$ cat src/rtl/pe_result_drain_if.sv
// Beat stream from the PE result drain to the output buffer / DMA writer.
// The master drives data/valid/last; the slave answers with ready.
interface pe_result_drain_if #(
  parameter int ARRAY_NUM = 3
);
  logic [8*ARRAY_NUM-1:0] data;
  logic                   valid;
  logic                   ready;
  logic                   last;

  modport master (
    output data,
    output valid,
    output last,
    input  ready
  );

  modport slave (
    input  data,
    input  valid,
    input  last,
    output ready
  );
endinterface

$ cat src/rtl/pe_result_drain.sv
// PE block result drain.
// Snapshots the wide PE result bus on a capture strobe, asks the PE block to
// clear its accumulators, and streams the snapshot one array row per beat
// (block 0 first) over a valid/ready interface. Captures that arrive while a
// snapshot is still draining are dropped and counted, except one that lands
// exactly on the last-beat handshake, which reloads with no idle bubble.
module pe_result_drain #(
  parameter int ARRAY_NUM = 3,
  parameter int BLOCK_NUM = 3,
  parameter int CNT_W     = 8
) (
  input  logic                             iClk,
  input  logic                             iRst,
  input  logic                             iCapture,
  input  logic [8*ARRAY_NUM*BLOCK_NUM-1:0] iResult,
  output logic                             oClearAcc,
  output logic                             oBusy,
  output logic                             oOverrun,
  output logic [CNT_W-1:0]                 oDropCount,
  pe_result_drain_if.master                beat_if
);

  localparam int BEAT_W = 8 * ARRAY_NUM;
  localparam int IDX_W  = (BLOCK_NUM > 1) ? $clog2(BLOCK_NUM) : 1;

  localparam logic [IDX_W-1:0] LAST_IDX = IDX_W'(BLOCK_NUM - 1);
  localparam logic [CNT_W-1:0] CNT_MAX  = {CNT_W{1'b1}};

  localparam logic [0:0] ST_IDLE  = 1'b0;
  localparam logic [0:0] ST_DRAIN = 1'b1;

  // State and snapshot
  logic [0:0]                            state_r;
  logic [IDX_W-1:0]                      idx_r;
  logic [BLOCK_NUM-1:0][BEAT_W-1:0]      shadow_r;

  // Registered outputs
  logic [BEAT_W-1:0]                     data_r;
  logic                                  valid_r;
  logic                                  last_r;
  logic                                  busy_r;
  logic                                  clear_r;
  logic                                  overrun_r;
  logic [CNT_W-1:0]                      drop_cnt_r;

  // Next-state values
  logic [0:0]                            state_nxt_s;
  logic [IDX_W-1:0]                      idx_nxt_s;
  logic [BLOCK_NUM-1:0][BEAT_W-1:0]      shadow_nxt_s;
  logic [BEAT_W-1:0]                     beat_nxt_s;
  logic                                  last_nxt_s;
  logic                                  accept_s;
  logic                                  drop_s;
  logic                                  hs_s;
  logic                                  at_last_s;

  // A beat is consumed when the current beat is presented and accepted.
  assign hs_s      = (state_r == ST_DRAIN) && beat_if.ready;
  assign at_last_s = (idx_r == LAST_IDX);

  // Drain FSM: decide next state, beat index and snapshot contents.
  always_comb begin
    state_nxt_s  = state_r;
    idx_nxt_s    = idx_r;
    shadow_nxt_s = shadow_r;
    accept_s     = 1'b0;
    drop_s       = 1'b0;
    case (state_r)
      ST_IDLE: begin
        if (iCapture) begin
          accept_s     = 1'b1;
          state_nxt_s  = ST_DRAIN;
          idx_nxt_s    = {IDX_W{1'b0}};
          shadow_nxt_s = iResult;
        end else begin
          state_nxt_s  = ST_IDLE;
          idx_nxt_s    = {IDX_W{1'b0}};
        end
      end
      ST_DRAIN: begin
        if (hs_s && at_last_s) begin
          // Last beat leaves this cycle: a coincident capture reloads at once.
          idx_nxt_s = {IDX_W{1'b0}};
          if (iCapture) begin
            accept_s     = 1'b1;
            state_nxt_s  = ST_DRAIN;
            shadow_nxt_s = iResult;
          end else begin
            state_nxt_s  = ST_IDLE;
          end
        end else begin
          // Snapshot still in flight: any capture is lost.
          drop_s      = iCapture;
          state_nxt_s = ST_DRAIN;
          if (hs_s) begin
            idx_nxt_s = idx_r + IDX_W'(1);
          end else begin
            idx_nxt_s = idx_r;
          end
        end
      end
      default: begin
        state_nxt_s = ST_IDLE;
        idx_nxt_s   = {IDX_W{1'b0}};
      end
    endcase
  end

  // Beat presented next cycle, taken from the next snapshot so a reload shows
  // its block 0 immediately.
  generate
    if (BLOCK_NUM == 1) begin : g_one_block
      assign beat_nxt_s = shadow_nxt_s[0];
    end else begin : g_many_blocks
      assign beat_nxt_s = shadow_nxt_s[idx_nxt_s];
    end
  endgenerate

  assign last_nxt_s = (state_nxt_s == ST_DRAIN) && (idx_nxt_s == LAST_IDX);

  // State, snapshot and output registers; reset abandons any drain in progress.
  always_ff @(posedge iClk) begin
    if (iRst) begin
      state_r    <= ST_IDLE;
      idx_r      <= {IDX_W{1'b0}};
      shadow_r   <= '0;
      data_r     <= {BEAT_W{1'b0}};
      valid_r    <= 1'b0;
      last_r     <= 1'b0;
      busy_r     <= 1'b0;
      clear_r    <= 1'b0;
      overrun_r  <= 1'b0;
      drop_cnt_r <= {CNT_W{1'b0}};
    end else begin
      state_r   <= state_nxt_s;
      idx_r     <= idx_nxt_s;
      shadow_r  <= shadow_nxt_s;
      valid_r   <= (state_nxt_s == ST_DRAIN);
      busy_r    <= (state_nxt_s == ST_DRAIN);
      last_r    <= last_nxt_s;
      clear_r   <= accept_s;
      overrun_r <= drop_s;
      if (state_nxt_s == ST_DRAIN) begin
        data_r <= beat_nxt_s;
      end else begin
        data_r <= {BEAT_W{1'b0}};
      end
      if (drop_s && (drop_cnt_r != CNT_MAX)) begin
        drop_cnt_r <= drop_cnt_r + CNT_W'(1);
      end else begin
        drop_cnt_r <= drop_cnt_r;
      end
    end
  end

  assign beat_if.data  = data_r;
  assign beat_if.valid = valid_r;
  assign beat_if.last  = last_r;
  assign oClearAcc     = clear_r;
  assign oBusy         = busy_r;
  assign oOverrun      = overrun_r;
  assign oDropCount    = drop_cnt_r;

endmodule

$ cat src/flat_wrapper.sv
// flat-port wrapper written by rule: the top's interface ports become plain ports
module pe_result_drain_flat 
#(
  parameter int ARRAY_NUM = 3,
  parameter int BLOCK_NUM = 3,
  parameter int CNT_W     = 8
)
  (iClk, iRst, iCapture, iResult, oClearAcc, oBusy, oOverrun, oDropCount, beat_if_data, beat_if_valid, beat_if_last, beat_if_ready);
  pe_result_drain_if #(.ARRAY_NUM(ARRAY_NUM)) beat_if_i ();
  input  logic iClk;
  input  logic iRst;
  input  logic iCapture;
  input  logic [8*ARRAY_NUM*BLOCK_NUM-1:0] iResult;
  output logic oClearAcc;
  output logic oBusy;
  output logic oOverrun;
  output logic [CNT_W-1:0] oDropCount;
  output wire logic [$bits(beat_if_i.data)-1:0] beat_if_data;
  output wire logic [$bits(beat_if_i.valid)-1:0] beat_if_valid;
  output wire logic [$bits(beat_if_i.last)-1:0] beat_if_last;
  input wire logic [$bits(beat_if_i.ready)-1:0] beat_if_ready;
  assign beat_if_data = beat_if_i.data;
  assign beat_if_valid = beat_if_i.valid;
  assign beat_if_last = beat_if_i.last;
  assign beat_if_i.ready = beat_if_ready;
  pe_result_drain #(.ARRAY_NUM(ARRAY_NUM), .BLOCK_NUM(BLOCK_NUM), .CNT_W(CNT_W)) u_core (.iClk(iClk), .iRst(iRst), .iCapture(iCapture), .iResult(iResult), .oClearAcc(oClearAcc), .oBusy(oBusy), .oOverrun(oOverrun), .oDropCount(oDropCount), .beat_if(beat_if_i));
endmodule
$ cat config.mk
export PLATFORM = sky130hd
export DESIGN_NAME = pe_result_drain_flat
export DESIGN_NICKNAME = d
export VERILOG_FILES = /design/src/rtl/pe_result_drain_if.sv /design/src/rtl/pe_result_drain.sv /design/src/flat_wrapper.sv
export SDC_FILE = /design/constraint.sdc
export NUM_CORES = 1
export LEC_CHECK = 0
export CORE_MARGIN = 2
export CORE_UTILIZATION = 37
export DETAILED_ROUTE_END_ITERATION = 16
export HOLD_SLACK_MARGIN = 0.15
export PLACE_DENSITY_LB_ADDON = 0.3
export RECOVER_POWER = 100
export REMOVE_ABC_BUFFERS = 1
export SETUP_SLACK_MARGIN = 0.02
export SKIP_CTS_REPAIR_TIMING = 1
export SYNTH_ARGS = -nofsm -noshare
export SYNTH_HDL_FRONTEND = slang
export SYNTH_SLANG_ARGS = --single-unit
$ cat constraint.sdc
create_clock -name iClk -period 4.7 [get_ports iClk]
set_input_delay 0.47 -clock iClk [delete_from_list [all_inputs] [get_ports iClk]]
set_output_delay 0.47 -clock iClk [all_outputs]
set_load 0.01 [all_outputs]
==> results.cfg, run 1 <==
[route]
postRouteAntennaNets = 0
vias = 4690
maxUsedRoutingLayer = met4
met3_length_um = 704
wirelength_um = 13980
wl_per_cell_um = 15.86
wl_met1_um = 6187
firstDrtPassIters = 5
met2_length_um = 6864
drc_errors = 0
drt_iter0_drc = 314
drt-vias-per-instance = 5.323

[logic_synthesis]
synth-xor-area-share_pct = 0.7339
postSynthAreaPerCell_um2 = 7.601
syn-cell-area_um2 = 4773
synth_cell_types = 43
synth_top_family_by_area = compound AO/OA/AOI/OAI gates
ys_ff_latch = 110
muxShareOfSynthArea_pct = 1.075
synth-simple-area-share_pct = 21.15
synth_compound_area_share_pct = 25.27
synth_fa_ha_area_share_pct = 0.5242
yosysWarnings = 0
ys_seq_area_share_pct = 46.13
synth_cells = 628

[placement]
place_hpwl_um = 8721
dpl-instance-area_um2 = 5939
gp_congestion = 0.8139
placed_cells = 865
dp_slack_ps = 1498
port_buffers = 112

[worst_setup_path]
crit_path_start_kind = primary input
crit_path_max_fanout = 49
slowest_delay_ps = 1190
critical_path_arrival_ps = 3690
slowest_stage = nand2_1
worstSetupEndpointType = flip-flop
worstPathRequired_ps = 4810
critical_path_depth = 5
worstRegToRegCells = 6
crit_buf_inv = 1
path_class = primary input to flip-flop
crit_top_cell = nand2_1
crit_family = simple AND/OR/NAND/NOR gates
crit_chain = dlygate4sd3_1 > a21bo_2 > nand2_1 > nand2_1 > a21oi_1

[timing]
min_period_over_period_pct = 76.32
slew_viol_final = 159
grt_setup_unrepaired = false
max-slew-margin-rel_pct = -81.83
clock_skew_ps = 5.692
final.min_clock_period_ps = 3587
finalSetupViolations = 0
worst_slew_pin_slew_ps = 2727
setup_ws_ps = 1113
hold_viol_final = 0
fmax_mhz = 278.8
holdWs_ps = 455.4
tns_ps = 0

[clock_network]
clock_sinks = 110
clk_latency_ps = 350
cts.htree.levels = 3
cts_buffers = 9
clk_path_buf_depth = 2
cts_tree = yes
cts_root_buf = clkbuf_16
cts.clk_slew.worst_paths_ps = 70

[floorplan]
floorplan.die.width_um = 117.6
die_area_um2 = 13830
core_um2 = 12620
initial_core_util_pct = 37.82
ios = 113
rows = 41
die_y_um = 117.6

[global_routing]
grt_max_degree = 60
grtUsageTotal_pct = 20.14
grt_pass1_vias = 4422
gr-total-overflow = 0
antenna_found_initial = 0
grt_pass1_wl_um = 22580

[run_status]
violations = capacitance limit, slew limit
status = finished with violations

[layout]
final_nets = 782
layout-drive-gt1-share_pct = 4.513
final_core_utilization_pct = 49.66
area_growth_pct = 31.30
final_area_um2 = 6267
fin_cells = 881
diodes = 0

[hold_path]
hold_depth = 2
hold_class = flip-flop to flip-flop

[pwr]
vdd_ir_drop_max_mv = 0.1927
power_mw = 2.115
p_leak_nw = 2.249
p_per_area_nw_per_um2 = 337.5

[flow_run]
cap_violations = 3
[area by class of cell]
| cell class | instances | area [µm²] |
|---|---|---|
| Clock buffer | 13 | 270.3 |
| Clock inverter | 3 | 65.06 |
| Fill cell | 1241 | 6352 |
| Inverter | 3 | 11.26 |
| Multi-Input combinational cell | 464 | 2366 |
| Sequential cell | 110 | 2202 |
| Tap cell | 172 | 215.2 |
| Timing Repair Buffer | 116 | 1137 |
[cell usage after synthesis, drive strengths merged]
cell     count  share of area [%]
and3b        1               0.18
ha           2               0.52
buf         27                3.0
xnor2        1               0.18
o21bai       1               0.16
o21ai       26                2.8
nand2b       1               0.13
nor4bb       2               0.42
mux2         1               0.24
a21boi       3               0.55
o2111ai      2               0.37
and3         3               0.39
or4          2               0.31
nand4        2               0.26
a21oi      145                 15
o31ai        3               0.47
nor3         1               0.10
o31a        23                4.2
dfxtp      110                 46
xor2         3               0.55
inv          3               0.24
a21bo        1               0.21
a21o         1               0.16
mux2i        4               0.84
nand2      192                 15
nor3b        3               0.47
nor2         7               0.55
o22a         1               0.18
o211ai       1               0.45
or3          1               0.13
o21ba        1               0.21
o22ai        1               0.13
nand3       27                2.8
and2         2               0.26
clkbuf      24                1.9
[registers in the layout, summed over array words and instances, names as in the netlist]
name                  count
u_core.idx_r              2
u_core.beat_if.data      24
u_core.oClearAcc          1
u_core.oOverrun           1
u_core.oDropCount         8
u_core.shadow_r          72
u_core.beat_if.last       1
u_core.beat_if.valid      1
[per-layer routing]
layer | GRT usage [%] | vias to the layer above
met2 | 34.65 | 161
met5 | 0 | -
met4 | 5.497 | 0
met3 | 4.651 | 15
li1 | - | 2296
met1 | 25.32 | 2218
[cells by family after synthesis]
group,Yosys count
mux,5
simple gates,244
flops,110
xor+xnor,4
compound gates,209
fa+ha+maj,2
buf+inv,54
[worst register-to-register path, stage by stage (launching register included)]
cell and delay [ps]:
dfxtp_1 380, inv_1 110, ha_1 360, a21bo_2 600, nand2_1 1200, nand2_1 390
a21oi_1 110
[layout by cell type, fill, tap and decap left out, drive strengths merged, types with 4 or more instances in the layout]
| cell type | count |
|---|---|
| mux2i | 4 |
| o21ai | 26 |
| a21oi | 145 |
| dfxtp | 110 |
| nand2 | 192 |
| buf | 5 |
| nand3 | 27 |
| o31a | 23 |
| clkdlybuf4s50 | 72 |
| clkbuf | 14 |
| nor2 | 7 |
| dlygate4sd3 | 38 |
[where the power goes]
group          internal [mW]  leakage (nW)  switching, mW
clock                  0.511         0.166          0.339
combinational          0.123          1.18          0.144
sequential             0.979         0.900         0.0190
[worst paths after layout]
check,from,to,slack (ps)
max,beat_if_ready,u_core.shadow_r[59],1110
min reg2reg,u_core.shadow_r[71],u_core.shadow_r[71],460
min,u_core.shadow_r[71],u_core.shadow_r[71],460
max reg2reg,u_core.idx_r[0],u_core.shadow_r[59],1300
No activity file was read; power rests on OpenSTA's default activity.
==> run 2, diff against run 1 <==
==> constraint.sdc (replaced) <==
create_clock -name iClk -period 3 [get_ports iClk]
set_input_delay 0.3 -clock iClk [delete_from_list [all_inputs] [get_ports iClk]]
set_output_delay 0.3 -clock iClk [all_outputs]
set_load 0.01 [all_outputs]
==> results.cfg, run 2 (synthesized netlist as in run 1, its figures left out) <==
[worst_setup_path]
crit_path_start_kind = flip-flop
critical_path_arrival_ps = 2920
path_class = flip-flop to flip-flop
worstSetupEndpointType = flip-flop
worstPathRequired_ps = 3290
crit_path_max_fanout = 16

[global_routing]
grtUsageTotal_pct = 20.25
gr-total-overflow = 0
grt_pass1_vias = 4500
antenna_found_initial = 0
grt_pass1_wl_um = 22640
grt_max_degree = 49

[layout]
final-seq-area_um2 = 2202
final_area_um2 = 6317
layout-drive-gt1-share_pct = 5.841
final_nets = 793
largest_reg_flops = 72
final_cell_mix = 191 x nand2_1, 143 x a21oi_1, 110 x dfxtp_1
multi_input_comb_area_um2 = 2356
layout_commonest_cell = nand2_1
diodes = 0
area_growth_pct = 32.35
top_register = u_core.shadow_r
nFillCells = 1271
fin_cells = 891

[pwr]
p_leak_nw = 2.285
p_per_area_nw_per_um2 = 507.2
vdd_ir_drop_max_mv = 0.2700

[floorplan]
initial_core_util_pct = 37.82
rows = 41
core_um2 = 12620
die_y_um = 117.6
die_area_um2 = 13830
floorplan.die.width_um = 117.6
ios = 113

[timing]
worst_slew_pin_slew_ps = 1190
holdWs_ps = 402.2
slew_viol_final = 0
finalSetupViolations = 0
fmax_mhz = 379.0
clock_skew_ps = 4.766
grt_setup_unrepaired = false
max-slew-margin-rel_pct = 20.48
hold_viol_final = 0
tns_ps = 0
min_period_over_period_pct = 87.94
final.min_clock_period_ps = 2638

[route]
met2_length_um = 7143
drt-vias-per-instance = 5.250
met3_length_um = 754
drc_errors = 0
maxUsedRoutingLayer = met4
drt_iter0_drc = 356
postRouteAntennaNets = 0
firstDrtPassIters = 5
wl_met1_um = 5873
vias = 4678
wirelength_um = 13980
wl_per_cell_um = 15.69

[clock_network]
cts_root_buf = clkbuf_16
clock_sinks = 110
clk_path_buf_depth = 2
cts.clk_slew.worst_paths_ps = 70
clk_latency_ps = 350
cts.htree.levels = 3
cts_tree = yes
cts_buffers = 9

[placement]
dpl-instance-area_um2 = 6035
placed_cells = 876
place_hpwl_um = 9126
gp_congestion = 0.7960
port_buffers = 112

[hold_path]
hold_class = primary input to flip-flop

[run_status]
status = complete, no violations

[flow_run]
cap_violations = 0
[run 2: critical path, cell delays in order (launching register included)]
cell and delay, ps:
dfxtp_1 470, inv_1 110, ha_1 340, a21boi_4 440, clkbuf_1 610, o21ai_0 220
a21oi_1 220, o31a_1 160
[run 2: cell type report]
type | instances | area share, %
tap | 172 | 3.407
clock inverter | 3 | 0.6932
inverter | 3 | 0.1783
timing repair buffer | 127 | 19.51
multi-input combinational | 464 | 37.29
sequential | 110 | 34.86
clock buffer | 12 | 4.060
[run 2: layer usage]
layer / track usage, % / vias to the layer above
met5: 0 / -
met4: 7.003 / 0
met3: 4.506 / 17
met2: 35.05 / 165
met1: 24.82 / 2174
li1: - / 2322
[run 2: power breakdown]
| group | total, mW | internal, mW | switching [mW] |
|---|---|---|---|
| Clock | 1.21 | 0.689 | 0.522 |
| Sequential | 1.56 | 1.53 | 0.0305 |
| Combinational | 0.429 | 0.200 | 0.228 |
| Total | 3.20 | 2.42 | 0.781 |
[run 2: through the flow]
stage,setup slack [ps],util [%],power [mW]
2_1_floorplan,209.9,-,1.772
3_3_place_gp,397.2,47.82,2.025
3_5_place_dp,271.2,47.82,2.035
4_1_cts,377.3,50.20,3.246
5_1_grt,192.8,50.06,3.342
6_report,361.8,50.06,3.204
[run 2: final timing paths]
| path | to | from | cells after the start | slack [ps] |
|---|---|---|---|---|
| worst max-delay path | u_core.beat_if.data[16] | u_core.idx_r[0] | 7 | 360 |
| worst min-delay path | u_core.shadow_r[7] | iCapture | 3 | 400 |
| worst max register to register | u_core.beat_if.data[16] | u_core.idx_r[0] | 7 | 360 |
| worst min register to register | u_core.shadow_r[45] | u_core.shadow_r[45] | 2 | 460 |
==> run 3, diff against run 2 <==
--- a/config.mk
+++ b/config.mk
@@ -14,6 +14,7 @@
 export REMOVE_ABC_BUFFERS = 1
 export SETUP_SLACK_MARGIN = 0.02
 export SKIP_CTS_REPAIR_TIMING = 1
+export SLEW_MARGIN = 15
 export SYNTH_ARGS = -nofsm -noshare
 export SYNTH_HDL_FRONTEND = slang
 export SYNTH_SLANG_ARGS = --single-unit
==> results.cfg, run 3 (synthesized netlist as in run 1, its figures left out) <==
[timing]
final.min_clock_period_ps = 2624
min_period_over_period_pct = 87.48
slew_viol_final = 0
setup_ws_ps = 375.7
finalSetupViolations = 0
grt_setup_unrepaired = false
tns_ps = 0
hold_viol_final = 0
worst_slew_pin_slew_ps = 928.4
max-slew-margin-rel_pct = 38.10
clock_skew_ps = 5.073
fmax_mhz = 381.1

[floorplan]
die_y_um = 117.6
rows = 41
ios = 113
initial_core_util_pct = 37.82
floorplan.die.width_um = 117.6
die_area_um2 = 13830
core_um2 = 12620

[clock_network]
clk_path_buf_depth = 2
cts.clk_slew.worst_paths_ps = 70
clk_latency_ps = 350
clock_sinks = 110
cts_buffers = 9
cts_root_buf = clkbuf_16
cts.htree.levels = 3
cts_tree = yes

[layout]
final_cell_mix = 191 x nand2_1, 143 x a21oi_1, 110 x dfxtp_1
layout-drive-gt1-share_pct = 5.972
diodes = 0
area_growth_pct = 32.77
fin_cells = 892
final_nets = 794
top_register = u_core.shadow_r
layout_commonest_cell = nand2_1
largest_reg_flops = 72
nFillCells = 1269

[global_routing]
grtUsageTotal_pct = 20.25
grt_pass1_vias = 4500
grt_max_degree = 49
grt_pass1_wl_um = 22640
antenna_found_initial = 0
gr-total-overflow = 0

[route]
postRouteAntennaNets = 0
wl_per_cell_um = 15.61
drt_iter0_drc = 381
drt-vias-per-instance = 5.256
drc_errors = 0
vias = 4688
wirelength_um = 13920
firstDrtPassIters = 5

[pwr]
switchingPower_mw = 0.7779
combPwrFrac_pct = 13.5
clkPwrFrac_pct = 37.7
swShare_pct = 24.28
vdd_ir_drop_max_mv = 0.2714
seqPwrFrac_pct = 48.8
p_int_mw = 2.426
p_per_area_nw_per_um2 = 505.6
p_leak_nw = 2.294
power_mw = 3.204

[worst_setup_path]
critical_path_arrival_ps = 2910
crit_path_max_fanout = 16
crit_chain = inv_1 > ha_1 > a21boi_4 > clkbuf_1 > o21ai_0 > a21oi_1 > o31a_1
crit_path_start_kind = flip-flop
worstSetupEndpointType = flip-flop
slowest_stage = clkbuf_1
worstPathRequired_ps = 3290
slowest_delay_ps = 610
path_class = flip-flop to flip-flop

[placement]
gp_congestion = 0.7960
placed_cells = 876
port_buffers = 112
place_hpwl_um = 9126
dp_slack_ps = 271.2

[flow_run]
cap_violations = 0

[hold_path]
hold_class = primary input to flip-flop

[run_status]
status = complete, no violations
[run 3: cell types whose count changed in the layout (fill, tap and decap cells not counted)]
cell / delta
buf_12: +1
[run 3: area by class of cell]
type | instances | area, µm² | share of cell area, %
timing repair buffer | 128 | 1252 | 19.76
inverter | 3 | 11.26 | 0.1777
tap | 172 | 215.2 | 3.396
clock inverter | 3 | 43.79 | 0.6910
clock buffer | 12 | 256.5 | 4.047
sequential | 110 | 2202 | 34.75
multi-input combinational | 464 | 2356 | 37.18
[run 3: final timing paths]
path,cells after the start,startpoint,slack (ps),end
hold / removal,3,iCapture,400,u_core.shadow_r[7]
hold reg to reg,2,u_core.shadow_r[45],450,u_core.shadow_r[45]
setup / recovery,7,u_core.idx_r[0],380,u_core.beat_if.data[16]
setup reg to reg,7,u_core.idx_r[0],380,u_core.beat_if.data[16]
[run 3: power groups by stage]
stage          Clock (mW)  Combinational [mW]  Sequential, mW
3_3_place_gp            0               0.430            1.60
4_1_cts              1.24               0.441            1.56
5_1_grt              1.30               0.475            1.57
6_report             1.21               0.431            1.56
2_1_floorplan           0               0.172            1.60
3_5_place_dp            0               0.438            1.60
[run 3: per-layer routing]
| layer | wire [µm] | global-route usage, % | up-vias |
|---|---|---|---|
| li1 | - | - | 2324 |
| met2 | 7114 | 35.05 | 157 |
| met4 | 220 | 7.003 | 0 |
| met1 | 5867 | 24.82 | 2186 |
| met3 | 721 | 4.506 | 21 |
| met5 | 0 | 0 | - |
[run 3: critical path, delay by kind of cell (launching register included)]
family,cells,cell delay [ps]
fa+ha+maj,1,340
flops,1,470
compound gates,4,1040
buf+inv,2,720
[run 3: stage by stage]
stage          hold WS [ps]  area, µm²  utilization (%)
2_1_floorplan         369.1       4541                -
3_3_place_gp          442.3       6035            47.82
3_5_place_dp          446.8       6035            47.82
4_1_cts               379.5       6335            50.20
5_1_grt               421.9       6337            50.22
6_report              404.0       6337            50.22
